[src/rtl/mp_add_seq_if.sv]
// Issue/result handshake bundle for mp_add_seq.
//   in_valid/in_ready : request handshake carrying in_a, in_b, in_sub, in_cin
//   out_valid/out_ready : result handshake carrying out_sum, out_cout, out_ovf
// master = ALU issue side, slave = mp_add_seq.
interface mp_add_seq_if #(
    parameter int unsigned WORDS = 4
);
    localparam int unsigned W = 16 * WORDS;

    logic         in_valid;
    logic         in_ready;
    logic [W-1:0] in_a;
    logic [W-1:0] in_b;
    logic         in_sub;
    logic         in_cin;
    logic         out_valid;
    logic         out_ready;
    logic [W-1:0] out_sum;
    logic         out_cout;
    logic         out_ovf;

    modport master (
        output in_valid, in_a, in_b, in_sub, in_cin, out_ready,
        input  in_ready, out_valid, out_sum, out_cout, out_ovf
    );

    modport slave (
        input  in_valid, in_a, in_b, in_sub, in_cin, out_ready,
        output in_ready, out_valid, out_sum, out_cout, out_ovf
    );
endinterface

[src/rtl/mp_add_seq.sv]
// Multi-precision add/subtract sequencer. Feeds one shared combinational
// 16-bit adder one limb per cycle (LS limb first), chaining the carry
// through a register, and returns the W-bit result with carry-out and
// signed overflow.
// Ports:
//   clk, rst        : clock, synchronous active-high reset
//   bus (slave)     : request/result handshakes (see mp_add_seq_if)
//   busy            : high while an operation is running or held in DONE
//   add_a, add_b    : limb operands to the shared adder (B pre-inverted for sub)
//   add_kin         : adder carry-in, 2'b00 = 0, 2'b11 = 1
//   add_sum         : adder result, bit 16 is the limb carry-out
module mp_add_seq #(
    parameter int unsigned WORDS = 4
) (
    input  logic        clk,
    input  logic        rst,
    mp_add_seq_if.slave bus,
    output logic        busy,
    output logic [15:0] add_a,
    output logic [15:0] add_b,
    output logic [1:0]  add_kin,
    input  logic [16:0] add_sum
);
    localparam int unsigned KW = (WORDS > 1) ? $clog2(WORDS) : 1;
    localparam logic [KW-1:0] K_LAST = KW'(WORDS - 1);

    typedef enum logic [1:0] {
        S_IDLE = 2'd0,
        S_RUN  = 2'd1,
        S_DONE = 2'd2
    } state_t;

    state_t                 r_state;
    logic [WORDS-1:0][15:0] r_a;
    logic [WORDS-1:0][15:0] r_beff;
    logic [WORDS-1:0][15:0] r_sum;
    logic [KW-1:0]          r_k;
    logic                   r_carry;
    logic                   r_cout;
    logic                   r_ovf;

    // Sign of A and of the effective B decide whether overflow is possible
    logic w_a_msb;
    logic w_b_msb;
    assign w_a_msb = r_a[WORDS-1][15];
    assign w_b_msb = r_beff[WORDS-1][15];

    // Sequencer: accept, walk the limbs, hold the result until taken
    always_ff @(posedge clk) begin
        if (rst) begin
            r_state <= S_IDLE;
            r_a     <= '0;
            r_beff  <= '0;
            r_sum   <= '0;
            r_k     <= '0;
            r_carry <= 1'b0;
            r_cout  <= 1'b0;
            r_ovf   <= 1'b0;
        end else begin
            case (r_state)
                S_IDLE: begin
                    if (bus.in_valid) begin
                        r_a     <= bus.in_a;
                        // Subtraction is A + ~B + 1; in_cin is ignored then
                        r_beff  <= bus.in_sub ? ~bus.in_b : bus.in_b;
                        r_carry <= bus.in_sub | bus.in_cin;
                        r_k     <= '0;
                        r_state <= S_RUN;
                    end
                end
                S_RUN: begin
                    r_sum[r_k] <= add_sum[15:0];
                    r_carry    <= add_sum[16];
                    if (r_k == K_LAST) begin
                        r_cout  <= add_sum[16];
                        r_ovf   <= (w_a_msb == w_b_msb) && (add_sum[15] != w_a_msb);
                        r_state <= S_DONE;
                    end else begin
                        r_k <= r_k + KW'(1);
                    end
                end
                S_DONE: begin
                    if (bus.out_ready) begin
                        r_state <= S_IDLE;
                    end
                end
                default: r_state <= S_IDLE;
            endcase
        end
    end

    // Shared adder operands are only live while walking the limbs
    always_comb begin
        add_a   = '0;
        add_b   = '0;
        add_kin = 2'b00;
        if (r_state == S_RUN) begin
            add_a   = r_a[r_k];
            add_b   = r_beff[r_k];
            add_kin = r_carry ? 2'b11 : 2'b00;
        end
    end

    assign bus.in_ready  = (r_state == S_IDLE);
    assign bus.out_valid = (r_state == S_DONE);
    assign bus.out_sum   = r_sum;
    assign bus.out_cout  = r_cout;
    assign bus.out_ovf   = r_ovf;
    assign busy          = (r_state == S_RUN) || (r_state == S_DONE);

endmodule

[src/flat_wrapper.sv]
// flat-port wrapper written by rule: the top's interface ports become plain ports
module mp_add_seq_flat 
#(
    parameter int unsigned WORDS = 4
)
  (clk, rst, busy, add_a, add_b, add_kin, add_sum, bus_in_valid, bus_in_a, bus_in_b, bus_in_sub, bus_in_cin, bus_out_ready, bus_in_ready, bus_out_valid, bus_out_sum, bus_out_cout, bus_out_ovf);
  mp_add_seq_if #(.WORDS(WORDS)) bus_i ();
  input  logic clk;
  input  logic rst;
  output logic busy;
  output logic [15:0] add_a;
  output logic [15:0] add_b;
  output logic [1:0] add_kin;
  input  logic [16:0] add_sum;
  input wire logic [$bits(bus_i.in_valid)-1:0] bus_in_valid;
  input wire logic [$bits(bus_i.in_a)-1:0] bus_in_a;
  input wire logic [$bits(bus_i.in_b)-1:0] bus_in_b;
  input wire logic [$bits(bus_i.in_sub)-1:0] bus_in_sub;
  input wire logic [$bits(bus_i.in_cin)-1:0] bus_in_cin;
  input wire logic [$bits(bus_i.out_ready)-1:0] bus_out_ready;
  output wire logic [$bits(bus_i.in_ready)-1:0] bus_in_ready;
  output wire logic [$bits(bus_i.out_valid)-1:0] bus_out_valid;
  output wire logic [$bits(bus_i.out_sum)-1:0] bus_out_sum;
  output wire logic [$bits(bus_i.out_cout)-1:0] bus_out_cout;
  output wire logic [$bits(bus_i.out_ovf)-1:0] bus_out_ovf;
  assign bus_i.in_valid = bus_in_valid;
  assign bus_i.in_a = bus_in_a;
  assign bus_i.in_b = bus_in_b;
  assign bus_i.in_sub = bus_in_sub;
  assign bus_i.in_cin = bus_in_cin;
  assign bus_i.out_ready = bus_out_ready;
  assign bus_in_ready = bus_i.in_ready;
  assign bus_out_valid = bus_i.out_valid;
  assign bus_out_sum = bus_i.out_sum;
  assign bus_out_cout = bus_i.out_cout;
  assign bus_out_ovf = bus_i.out_ovf;
  mp_add_seq #(.WORDS(WORDS)) u_core (.clk(clk), .rst(rst), .bus(bus_i), .busy(busy), .add_a(add_a), .add_b(add_b), .add_kin(add_kin), .add_sum(add_sum));
endmodule
[config.mk]
export PLATFORM = sky130hd
export DESIGN_NAME = mp_add_seq_flat
export DESIGN_NICKNAME = d
export VERILOG_FILES = /design/src/rtl/mp_add_seq_if.sv /design/src/rtl/mp_add_seq.sv /design/src/flat_wrapper.sv
export SDC_FILE = /design/constraint.sdc
export NUM_CORES = 1
export LEC_CHECK = 0
export CORE_MARGIN = 3
export CORE_UTILIZATION = 43
export DETAILED_ROUTE_END_ITERATION = 8
export PLACE_DENSITY = 0.81
export RECOVER_POWER = 100
export SYNTH_ARGS = -nofsm -noshare
export SYNTH_HDL_FRONTEND = slang
export SYNTH_SLANG_ARGS = --single-unit
[constraint.sdc]
create_clock -name clk -period 1.7 [get_ports clk]
set_input_delay 0.17 -clock clk [delete_from_list [all_inputs] [get_ports clk]]
set_output_delay 0.17 -clock clk [all_outputs]
set_load 0.03 [all_outputs]
==> impl_metrics.env, run 1 <==
export IMPL_fin_ws_ns=-0.3351
export IMPL_port_buffers=253
export IMPL_fin_nets=1366
export IMPL_total_power_w=0.01376
export IMPL_num_rows=51
export IMPL_powerDensity_nw_per_um2=1125
export IMPL_whs_ns=0.1892
export IMPL_rsz0062_at_grt="yes"
export IMPL_max_stage_delay_ns=0.53
export IMPL_critPathLaunch="u_core.r_k[0]"
export IMPL_drv_cap=0
export IMPL_ys_types=30
export IMPL_cts_htree_levels=4
export IMPL_crit_type="register to output port"
export IMPL_drtIter0Drc=462
export IMPL_wl_per_cell_um=16.53
export IMPL_first_pass_iters=5
export IMPL_crit_path_start_kind="register"
export IMPL_routed_wl_met2_mm=12.02
export IMPL_grt_pass1_wl_mm=38.60
export IMPL_syn_avg_cell_area_um2=8.829
export IMPL_cts_sinks=199
export IMPL_clock_fmax_mhz=491.4
export IMPL_rr_startpoint="u_core.r_state[0]"
export IMPL_reg2reg_depth=6
export IMPL_worstPathMaxFanout=14
export IMPL_crit_required_ns=1.53
export IMPL_arrival_ns=1.87
export IMPL_failed_checks="setup timing"
export IMPL_die_x_um=147.7
export IMPL_syn_num_nets=1138
export IMPL_drc=0
export IMPL_ys_top_cells_by_area="dfxtp_1 (46%), nand2_1 (12%), a21oi_1 (7.7%)"
export IMPL_min_path_cells=2
export IMPL_vias=7632
export IMPL_status="finished, violations left"
export IMPL_cts_clk_slew_worst_paths_ns=0.07
export IMPL_antenna_found_initial=0
export IMPL_crit_chain="buf_12 -> mux4_2 -> and2_4 -> buf_6"
export IMPL_irDropWorstVdd_mv=0.7486
export IMPL_grtUsageTotal=0.2203
export IMPL_cts_max_path_buffers=2
export IMPL_yosysTopAreaCellShare=0.4614
export IMPL_ys_seq_area_frac=0.4614
export IMPL_area_growth_syn_to_layout_pct=41.63
export IMPL_cts_tree="done"
export IMPL_place_detailed_hpwl_mm=17.67
export IMPL_via_per_inst=5.143
export IMPL_grt_max_degree=64
export IMPL_final_cell_mix="nand2_1 (267), clkdlybuf4s50_1 (210), dfxtp_1 (195), a21oi_1 (132), nor2_1 (66)"
export IMPL_drive_gt1_frac=0.1452
export IMPL_layout_commonest_cell="nand2_1"
export IMPL_synthesis_area_um2=8635
export IMPL_die_y_um=147.7
export IMPL_wl_met3_mm=1.647
export IMPL_end_kind="output port"
export IMPL_ant_nets=0
export IMPL_slew_viol_final=0
export IMPL_core_area_um2=19590
export IMPL_clk_latency_ns=0.43
export IMPL_synth_ff_latch_count=199
export IMPL_synth_warnings=0
export IMPL_gp_congestion=0.8408
export IMPL_hold_viol=0
export IMPL_period_share=1.197
export IMPL_place_inst=1448
export IMPL_p_leak_nw=4.413
export IMPL_grt_pass1_vias=7390
export IMPL_numCtsBuffers=17
export IMPL_num_io_pins=254
export IMPL_slew_headroom=0.6696
export IMPL_worstMarginPinSlew_ns=0.4956
export IMPL_skew_ns=0.009610
export IMPL_grt_ovfl_total=0
export IMPL_routed_wl_mm=24.54
export IMPL_final_setup_viol_count=32
export IMPL_final_cells=1484
export IMPL_top_layer="met4"
export IMPL_hp_start="rst"
export IMPL_cts_root_buffer="clkbuf_16"
export IMPL_fin_crit_ns=2.035
export IMPL_start_util=0.4408
export IMPL_hp_class="primary input to register"
export IMPL_yosysTopAreaCell="dfxtp_1"
export IMPL_drt_met1_wl_mm=10.31
export IMPL_cp_slowest_cell="mux4_2"
export IMPL_syn_inst=978
export IMPL_final_area_um2=12230
export IMPL_dieArea_um2=21820
export IMPL_dpl_cell_area_um2=11430
export IMPL_diodes=0
[final cells by class]
| class | count | area [µm²] |
|---|---|---|
| well taps | 265 | 331.6 |
| clock inverters | 13 | 157.7 |
| fillers | 1596 | 7361 |
| multi-input cells | 690 | 4254 |
| clock buffers | 19 | 442.9 |
| flip-flops and latches | 199 | 3994 |
| repair buffers | 292 | 3027 |
| inverters | 6 | 22.52 |
[worst max-delay path: cells and delay by family, from the launching register on]
kind / cells / cell delay [ns]
flip-flops: 1 / 0.41
multiplexers: 1 / 0.53
AND/OR/NAND/NOR: 1 / 0.18
buffers and inverters: 2 / 0.32
[routing by layer]
metal / global-route usage / up-vias
met1: 0.2858 / 3612
met5: 0 / -
li1: - / 3733
met4: 0.07409 / 0
met3: 0.05089 / 38
met2: 0.3645 / 249
[final timing paths]
kind	endpoint	slack, ns
worst max-delay path	add_b[3]	-0.34
worst min-delay path	u_core.r_a[18]	0.19
worst max register to register	u_core.r_beff[30]	0.04
worst min register to register	u_core.r_a[30]	0.45
[synthesized netlist by cell type (all sizes together)]
| cell type | instances |
|---|---|
| or2 | 1 |
| o311a | 1 |
| mux2i | 1 |
| a211oi | 65 |
| a21oi | 132 |
| and3b | 1 |
| nand2b | 1 |
| nor3b | 1 |
| clkbuf | 25 |
| dfxtp | 199 |
| and2 | 38 |
| xnor2 | 64 |
| o31ai | 1 |
| o21ai | 1 |
| mux4 | 32 |
| nor4 | 2 |
| o311ai | 2 |
| nor2 | 66 |
| inv | 6 |
| ha | 9 |
| buf | 58 |
| nor2b | 2 |
| o41ai | 2 |
| nand2 | 268 |
[repair_timing]
| action | CTS | global route |
|---|---|---|
| hold buffers | 0 | 0 |
| pin swaps | 1 | 0 |
| setup endpoints to repair | 47 | 122 |
| gates resized for setup | 62 | 14 |
| buffers inserted | 3 | 1 |
[power by group]
part           internal, W  switching, W
clock              0.00226       0.00186
combinational      0.00195       0.00214
sequential         0.00523      0.000321
total              0.00944       0.00432
[cell families after synthesis]
logic type / after synthesis / share of synthesized area
buf+inv: 89 / 0.05564
simple gates: 380 / 0.1790
mux: 33 / 0.08636
compound gates: 204 / 0.1397
xor+xnor: 64 / 0.06492
fa+ha+maj: 9 / 0.01304
flops: 199 / 0.4614
[sequential cells by signal (all words and copies together), names as in the netlist]
name                 cells
u_core.r_k               2
u_core.bus.out_sum      64
u_core.bus.out_cout      1
u_core.r_beff           64
u_core.r_carry           1
u_core.r_a              64
u_core.bus.out_ovf       1
u_core.r_state           2
[through the flow]
step | TNS [ns] | utilization | setup slack [ns]
after floorplan | 0 | - | 0.03068
after detailed placement | -0.04037 | 0.5836 | -0.02062
after global routing | -15.59 | 0.6243 | -0.4062
after CTS | -10.70 | 0.6241 | -0.3761
after global placement | 0 | 0.5836 | 0.01845
final | -9.683 | 0.6243 | -0.3351
No activity file was read; power rests on OpenSTA's default activity.
==> inputs of run 2 (changes only) <==
CORE_UTILIZATION = 60   (was 43)
DONT_BUFFER_PORTS = 1   (was unset)
PLACE_DENSITY = 0.8   (was 0.81)
clock period = 2.3 ns   (was 1.7 ns; I/O delays follow)
==> run 2 against run 1 <==
Against the previous run:
- the run now ends clean
- combinational power shrank 38%
- setup slack improved by 0.42 ns
- highest routed layer is now met5
- register-to-register slack better by 0.04 ns
- sequential power shrank 23%
- total power decreased by 29%
- first-iteration DRC count up 19%
- non-clock buffer count down 137
- critical path type is now register to register
- cell area down 13%
- cell count is 15% lower
- critical path depth rose by 3
==> impl_metrics.env, run 2 (synthesized netlist as in run 1, its figures left out) <==
export IMPL_status="complete, no violations"
export IMPL_vias=7413
export IMPL_layout_commonest_cell="nand2_1"
export IMPL_drc=0
export IMPL_die_y_um=126.0
export IMPL_whs_ns=0.01671
export IMPL_fin_crit_ns=2.216
export IMPL_fillers=913
export IMPL_clock_fmax_mhz=451.2
export IMPL_grt_ovfl_total=0
export IMPL_cts_sinks=199
export IMPL_port_buffers=0
export IMPL_slew_headroom=0.5625
export IMPL_final_cell_mix="nand2_1 (267), dfxtp_1 (197), a21oi_1 (132), dlygate4sd3_1 (132), nor2_1 (66)"
export IMPL_num_io_pins=254
export IMPL_hp_class="primary input to register"
export IMPL_worstPathMaxFanout=22
export IMPL_die_x_um=126.0
export IMPL_grtUsageTotal=0.2976
export IMPL_grt_max_degree=110
export IMPL_ant_nets=0
export IMPL_worstMarginPinSlew_ns=0.6562
export IMPL_cts_htree_levels=4
export IMPL_arrival_ns=2.59
export IMPL_cts_max_path_buffers=2
export IMPL_area_growth_syn_to_layout_pct=23.49
export IMPL_crit_type="register to register"
export IMPL_dieArea_um2=15870
export IMPL_slew_viol_final=0
export IMPL_antenna_found_initial=2
export IMPL_setup_tns_final_ns=0
export IMPL_gp_congestion=0.8223
export IMPL_core_area_um2=13990
export IMPL_drv_cap=0
export IMPL_routed_wl_mm=24.43
export IMPL_cts_root_buffer="clkbuf_16"
export IMPL_start_util=0.6173
export IMPL_final_setup_viol_count=0
export IMPL_grt_pass1_vias=7400
export IMPL_place_detailed_hpwl_mm=13.93
export IMPL_clk_latency_ns=0.43
export IMPL_min_path_cells=2
export IMPL_numCtsBuffers=17
export IMPL_fin_nets=1231
export IMPL_first_pass_iters=5
export IMPL_powerDensity_nw_per_um2=917.2
export IMPL_cts_tree="done"
export IMPL_drtIter0Drc=551
export IMPL_hold_viol=0
export IMPL_post_route_util=0.7623
export IMPL_skew_ns=0.01149
export IMPL_drive_gt1_frac=0.08395
export IMPL_wl_per_cell_um=19.31
export IMPL_crit_required_ns=2.68
export IMPL_irDropWorstVdd_mv=0.5487
export IMPL_crit_path_start_kind="register"
export IMPL_end_kind="register"
export IMPL_cts_clk_slew_worst_paths_ns=0.08
export IMPL_p_leak_nw=3.988
export IMPL_period_share=0.9636
export IMPL_via_per_inst=5.860
export IMPL_reg2reg_depth=7
export IMPL_grt_pass1_wl_mm=38.37
export IMPL_num_rows=43
-- run 2: final cells by class --
| type | count | area (µm²) | share of cell area |
|---|---|---|---|
| Antenna cell | 1 | 2.502 | 0.0002347 |
| Clock buffer | 17 | 425.4 | 0.03990 |
| Clock inverter | 15 | 176.4 | 0.01655 |
| Inverter | 6 | 22.52 | 0.002112 |
| Multi-Input combinational cell | 692 | 4205 | 0.3944 |
| Sequential cell | 199 | 3986 | 0.3739 |
| Tap cell | 180 | 225.2 | 0.02112 |
| Timing Repair Buffer | 155 | 1619 | 0.1518 |
-- run 2: final timing paths --
check	start	to	slack, ns
setup / recovery	u_core.r_state[0]	u_core.r_a[16]	0.08
hold / removal	bus_in_b[38]	u_core.r_beff[38]	0.02
hold reg to reg	u_core.r_a[22]	u_core.r_a[22]	0.46
setup reg to reg	u_core.r_state[0]	u_core.r_a[16]	0.08
-- run 2: timing repair --
item | CTS | global route
endpoints found under the hold margin | 197 | 0
resized for setup | 0 | 5
hold buffers | 133 | 0
endpoints found under the setup margin | 0 | 76
setup buffers | 0 | 1
-- run 2: metrics by stage --
step / instances / total power [W] / cell area [µm²] / setup WS, ns
4_1_cts: 1260 / 0.009626 / 10600 / 0.02066
3_5_place_dp: 1095 / 0.006298 / 8647 / 0.5107
2_1_floorplan: 978 / 0.005958 / 8635 / 0.5835
5_1_grt: 1265 / 0.01021 / 10660 / -0.03281
3_3_place_gp: 1095 / 0.006237 / 8647 / 0.5578
6_report: 1265 / 0.009779 / 10660 / 0.08382
-- run 2: where the power goes --
part	internal [W]	switching (W)
logic	0.00117	0.00138
clock network	0.00148	0.00150
registers	0.00386	0.000394
total	0.00651	0.00327
-- run 2: worst max-delay path, cell delays in order (launching register included) --
cell,delay [ns]
dfxtp_1,0.34
inv_1,0.15
ha_4,0.20
and2_4,0.28
buf_4,0.29
nand2_1,0.13
a21oi_1,0.19
dlygate4sd3_1,0.57
-- run 2: metal layers --
layer | vias up | share of wire | GRT usage
li1 | 3466 | - | -
met1 | 3518 | 0.39 | 0.3664
met2 | 342 | 0.49 | 0.4945
met3 | 85 | 0.081 | 0.07506
met4 | 2 | 0.040 | 0.1344
met5 | - | 0.00045 | 0
==> patch 1: new RTL, config.mk and constraints of run 1 <==
Reset style: asynchronous (`rst`), changed in one clocked block. Comments in the files are not updated.
--- a/src/rtl/mp_add_seq.sv
+++ b/src/rtl/mp_add_seq.sv
@@ -46,7 +46,7 @@
     assign w_b_msb = r_beff[WORDS-1][15];
 
     // Sequencer: accept, walk the limbs, hold the result until taken
-    always_ff @(posedge clk) begin
+    always_ff @(posedge clk or posedge rst) begin
         if (rst) begin
             r_state <= S_IDLE;
             r_a     <= '0;
Behaviour: differs if rst is asserted again (counterexample within 4 cycles, from zero or initial values and one cycle with rst high); with rst held inactive, the same outputs for 10 cycles.
==> patch 1 against run 1 <==
The flow still finishes with violations (setup timing). Final cell count decreased by 17%. Synthesized cell count decreased by 31%. Setup slack got worse by 0.054 ns. Clock skew decreased by 0.00051 ns. Area after synthesis increased by 5.8%. Design area increased by 6.8%. Sequential cell count unchanged. Maximum frequency decreased by 2.6%. Largest cell class is now sequential cells. Wire length decreased by 6.2%.
Power is not compared: it rests on default switching activity, and its combinational part moved more than twofold at a synthesized area within 25%.
==> patch 1: results <==
group,metric,value,unit
synthesis,dominantRegCellSynth,"dfrtp_1",
placed_design,place_hpwl,15600,microns
routing,firstDrtPassIters,4,
run_status,outcome,"finished with violations",
layout,fin_nets,1107,
critical_path,crit_fanout,7,
routing,detail_route.vias_per_cell,5.07,
clock_tree,clk_root_buffer_cell,"clkbuf_16",
global_routing,grt_usage,0.198,
synthesis,syn_nets,839,
routing,drt_wl_total,23000,microns
synthesis,async_flop_share,1.00,
sta,fin_ws,-0.389,ns
min_path,hold_path_class,"input port to flop",
run_status,violations,"setup timing",
clock_tree,cts_made_buffers,17,
synthesis,synth_warnings,0,
routing,wl_per_cell,18.7,microns
synthesis,ys_top_cells_by_count,"dfrtp_1 (199), mux2_2 (129), nand2_1 (70)",
clock_tree,cts.path.max_buffers,2,
power,ir_drop,0.811,mV
clock_tree,clk_latency,0.43,ns
layout,layout-drive-gt1-share,0.339,
critical_path,cp_data_arrival_time,1.92,ns
global_routing,antenna_found_initial,0,
sta,tightest_slew,1.11,ns
sta,setup_violations,111,
layout,antennaDiodeCount,0,
power,p_leak,5.54,nW
global_routing,grt_max_degree,82,
synthesis,synth_cell_types,31,
placed_design,gp_congestion,0.773,
routing,initialDrtViolationCount,237,
placed_design,dp_cells,1182,
synthesis,synthTopCellsByArea,"dfrtp_1 (55%), mux2_2 (16%), mux4_2 (6.9%)",
placed_design,post-place-ws,-0.0363,ns
sta,skew,0.00910,ns
placed_design,port_buffers,253,
clock_tree,htree_levels,4,
synthesis,synth.yosys.seq_area_share,0.545,
global_routing,grt_pass1_wl,35000,microns
synthesis,syn_avg_cell_area,13.4,sq um
clock_tree,clkTransAtPathRegs,0.08,ns
global_routing,grt_pass1_vias,6560,
patch 1: report_power, final:
group / switching (mW) / internal, mW / total [mW]
clock: 1.89 / 2.40 / 4.29
sequential: 1.35 / 7.12 / 8.47
combinational: 6.26 / 6.88 / 13.1
patch 1: layer usage:
layer / share of wire / track usage
met4: 0.018 / 0.0535
met5: 0 / 0
met1: 0.42 / 0.254
met2: 0.50 / 0.332
met3: 0.059 / 0.0538
patch 1: layout make-up:
| class | count | area [sq um] |
|---|---|---|
| Timing Repair Buffer | 294 | 3030 |
| Inverter | 8 | 33.8 |
| Multi-Input combinational cell | 427 | 4060 |
| Sequential cell | 199 | 4980 |
| Clock buffer | 18 | 439 |
| Clock inverter | 14 | 185 |
| Tap cell | 270 | 338 |
| Fill cell | 1578 | 7490 |
patch 1: stage by stage:
step	instance area, sq um	setup TNS, ns	power (mW)
after floorplan	9170	-207.83	16.0
after global placement	12100	-0.139	20.0
after detailed placement	12100	-0.130	20.5
after CTS	13100	-12.81	26.0
after global routing	13100	-29.36	27.4
final	13100	-14.61	25.9
patch 1: path summary, 6_finish.rpt:
kind | depth (start not counted) | slack (ns) | start | to
setup / recovery | 5 | -0.39 | u_core.r_k[0]$_DFFE_PP0P_ | add_a[6]
hold / removal | 3 | 0.22 | bus_in_sub | u_core.r_beff[13]$_DFFE_PP0P_
setup reg to reg | 6 | -0.11 | u_core.r_state[0]$_DFFE_PP0P_ | u_core.r_beff[43]$_DFFE_PP0P_
hold reg to reg | 2 | 0.48 | u_core.r_beff[49]$_DFFE_PP0P_ | u_core.r_beff[49]$_DFFE_PP0P_
max in group asynchronous | 3 | 0.33 | rst | u_core.bus.out_ovf$_DFFE_PP0P_
min in group asynchronous | 3 | 0.61 | rst | u_core.r_state[0]$_DFFE_PP0P_
patch 1: repair_timing:
action	in CTS	in global routing
pin swaps	22	3
setup buffers	10	1
endpoints found under the setup margin	36	145
resized for setup	88	50
hold buffers	0	0
gates cloned	3	3
patch 1: worst max-delay path, cell delays in order (launching register included):
cell     delay, ns
dfrtp_2       0.39
buf_6         0.14
buf_12        0.15
mux4_2        0.50
and2_4        0.18
buf_6         0.13
patch 1: logic make-up after synthesis:
| family | synth area share |
|---|---|
| buffers and inverters | 0.0333 |
| XOR/XNOR | 0.0614 |
| flip-flops | 0.545 |
| AND/OR/NAND/NOR | 0.0596 |
| adder cells (fa/ha/maj) | 0.0123 |
| multiplexers | 0.244 |
| AO/OA/AOI/OAI | 0.0440 |
==> patch 2: new RTL, config.mk and constraints of run 1 <==
Made on the original files. `WORDS` is set to 4 in 3 places; all go to 2.
--- a/src/rtl/mp_add_seq_if.sv
+++ b/src/rtl/mp_add_seq_if.sv
@@ -3,7 +3,7 @@
 //   out_valid/out_ready : result handshake carrying out_sum, out_cout, out_ovf
 // master = ALU issue side, slave = mp_add_seq.
 interface mp_add_seq_if #(
-    parameter int unsigned WORDS = 4
+    parameter int unsigned WORDS = 2
 );
     localparam int unsigned W = 16 * WORDS;
 
--- a/src/rtl/mp_add_seq.sv
+++ b/src/rtl/mp_add_seq.sv
@@ -10,7 +10,7 @@
 //   add_kin         : adder carry-in, 2'b00 = 0, 2'b11 = 1
 //   add_sum         : adder result, bit 16 is the limb carry-out
 module mp_add_seq #(
-    parameter int unsigned WORDS = 4
+    parameter int unsigned WORDS = 2
 ) (
     input  logic        clk,
     input  logic        rst,
--- a/src/flat_wrapper.sv
+++ b/src/flat_wrapper.sv
@@ -1,7 +1,7 @@
 // flat-port wrapper written by rule: the top's interface ports become plain ports
 module mp_add_seq_flat 
 #(
-    parameter int unsigned WORDS = 4
+    parameter int unsigned WORDS = 2
 )
   (clk, rst, busy, add_a, add_b, add_kin, add_sum, bus_in_valid, bus_in_a, bus_in_b, bus_in_sub, bus_in_cin, bus_out_ready, bus_in_ready, bus_out_valid, bus_out_sum, bus_out_cout, bus_out_ovf);
   mp_add_seq_if #(.WORDS(WORDS)) bus_i ();
Ports: changed (resized bus_in_a, bus_in_b and bus_out_sum); port bits go from 254 to 158. No check against the original RTL was run, so the function may have changed too.
==> patch 2 against run 1 <==
Setup slack improved by 0.38 ns. Via count decreased by 45%. Area after synthesis decreased by 48%. Synthesized cell count decreased by 45%. Count of clock-buffer cells in the layout decreased by 9. Wire length decreased by 49%. Power decreased by 50%. Maximum frequency increased by 23%. Design area decreased by 45%. Register-to-register slack improved by 0.03 ns. Die area decreased by 47%. First-iteration DRC count decreased by 61%. Sequential cell count decreased by 97. Critical endpoint is now add_a[0]. Largest cell class unchanged.
==> patch 2: results <==
group,metric,value,unit
power,p_int,4.68,mW
layout,layout-drive-gt1-share,0.176,
global_routing,grt_pass1_vias,4051,
clock_tree,clkTransAtPathRegs,0.09,ns
synthesis,synth.yosys.seq_area_share,0.458,
global_routing,grt_pass1_wl,18500,microns
clock_tree,clk_latency,0.36,ns
global_routing,grt_usage,0.198,
synthesis,synth_cell_types,22,
layout,fin_nets,775,
synthesis,syn_nets,630,
synthesis,synth_warnings,0,
critical_path,crit_fanout,16,
global_routing,grt_max_degree,70,
clock_tree,clk_root_buffer_cell,"clkbuf_8",
clock_tree,htree_levels,3,
sta,skew,0.00660,ns
power,ir_drop,0.548,mV
synthesis,synthTopCellsByArea,"dfxtp_1 (46%), nand2_1 (11%), a21oi_1 (7.6%)",
synthesis,ys_top_cells_by_count,"nand2_1 (133), dfxtp_1 (102), a21oi_1 (68)",
global_routing,antenna_found_initial,0,
critical_path,cp_data_arrival_time,1.48,ns
placed_design,place_hpwl,8550,microns
placed_design,dp_cells,800,
routing,firstDrtPassIters,5,
power,p_leak,2.39,nW
placed_design,gp_congestion,0.757,
routing,vias,4175,
critical_path,critPathSlowestCell,"dfxtp_2",
min_path,hold_path_class,"input port to flop",
routing,antenna_left,0,
placed_design,dpl_cell_area,6180,sq um
placed_design,post-place-ws,0.0583,ns
placed_design,port_buffers,157,
critical_path,max_stage_delay,0.34,ns
synthesis,syn_inst,539,
routing,drt_wl_total,12500,microns
clock_tree,cts_made_buffers,9,
run_status,outcome,"finished, final reports clean",
routing,initialDrtViolationCount,178,
clock_tree,cts.path.max_buffers,2,
synthesis,async_flop_share,0,
routing,detail_route.vias_per_cell,5.09,
layout,antennaDiodeCount,0,
sta,tightest_slew,0.612,ns
patch 2: changes by cell type after synthesis, sizes merged, moves of 33 or more:
| cell | delta |
|---|---|
| nand2 | -135 |
| dfxtp | -97 |
| a21oi | -64 |
| buf | -40 |
| and2 | -35 |
| nor2b | +34 |
| a211oi | -33 |
patch 2: power groups by stage:
stage               logic (mW)  clock network [mW]  registers, mW
floorplan                 1.24                   0           2.96
global placement          2.10                   0           2.85
detailed placement        2.14                   0           2.87
CTS                       2.19                1.68           2.82
global route              2.59                1.78           2.88
finish                    2.40                1.65           2.84
patch 2: area by class of cell:
| type | count | area [sq um] |
|---|---|---|
| Fill cell | 797 | 3210 |
| Multi-Input combinational cell | 388 | 2400 |
| Sequential cell | 102 | 2050 |
| Timing Repair Buffer | 179 | 1850 |
| Tap cell | 133 | 166 |
| Clock buffer | 10 | 138 |
| Clock inverter | 4 | 72.6 |
| Inverter | 4 | 15.0 |
patch 2: path summary, 6_finish.rpt:
| kind | from | endpoint | slack, ns | cells after the start |
|---|---|---|---|---|
| worst max-delay path | u_core.r_state[1]$_SDFFE_PP0P_ | add_a[0] | 0.05 | 5 |
| worst min-delay path | rst | u_core.bus.out_sum[2]$_SDFFE_PP0P_ | 0.23 | 2 |
| worst max register to register | u_core.r_state[0]$_SDFFE_PP0P_ | u_core.r_state[0]$_SDFFE_PP0P_ | 0.07 | 5 |
| worst min register to register | u_core.bus.out_sum[23]$_SDFFE_PP0P_ | u_core.bus.out_sum[23]$_SDFFE_PP0P_ | 0.46 | 2 |
patch 2: cells by family after synthesis:
logic type,after synthesis,share of synthesized area
AOI/OAI and AO/OA,104,0.138
xor gates and xnor gates,32,0.0629
adders and majority gates,4,0.0112
buffers and inverters,49,0.0488
DFF,102,0.458
muxes,33,0.0741
and+or+nand+nor,215,0.207
patch 2: critical path: cells and delay by family (launching register included):
kind	cells	cell delay, ns
simple gates	1	0.16
flops	1	0.34
fa+ha+maj	1	0.20
buf+inv	3	0.43
patch 2: per-stage QoR:
stage / power, mW / hold slack [ns]
detailed placement: 5.01 / 0.443
global placement: 4.95 / 0.436
finish: 6.89 / 0.227
CTS: 6.68 / 0.205
floorplan: 4.20 / 0.306
global route: 7.25 / 0.213
patch 2: what timing repair did:
item / 4_1_cts / 5_1_grt
setup endpoints to repair: 35 / 70
gates resized for setup: 10 / 36
setup buffers: 2 / 0
pin swaps: 1 / 1
hold buffers: 0 / 0
cloned: 0 / 4
patch 2: layer usage:
metal,track usage,vias up,wire length (microns)
li1,-,2058,-
met1,0.247,1948,5250
met2,0.334,145,6200
met3,0.0420,24,743
met4,0.0757,0,267
met5,0,-,0
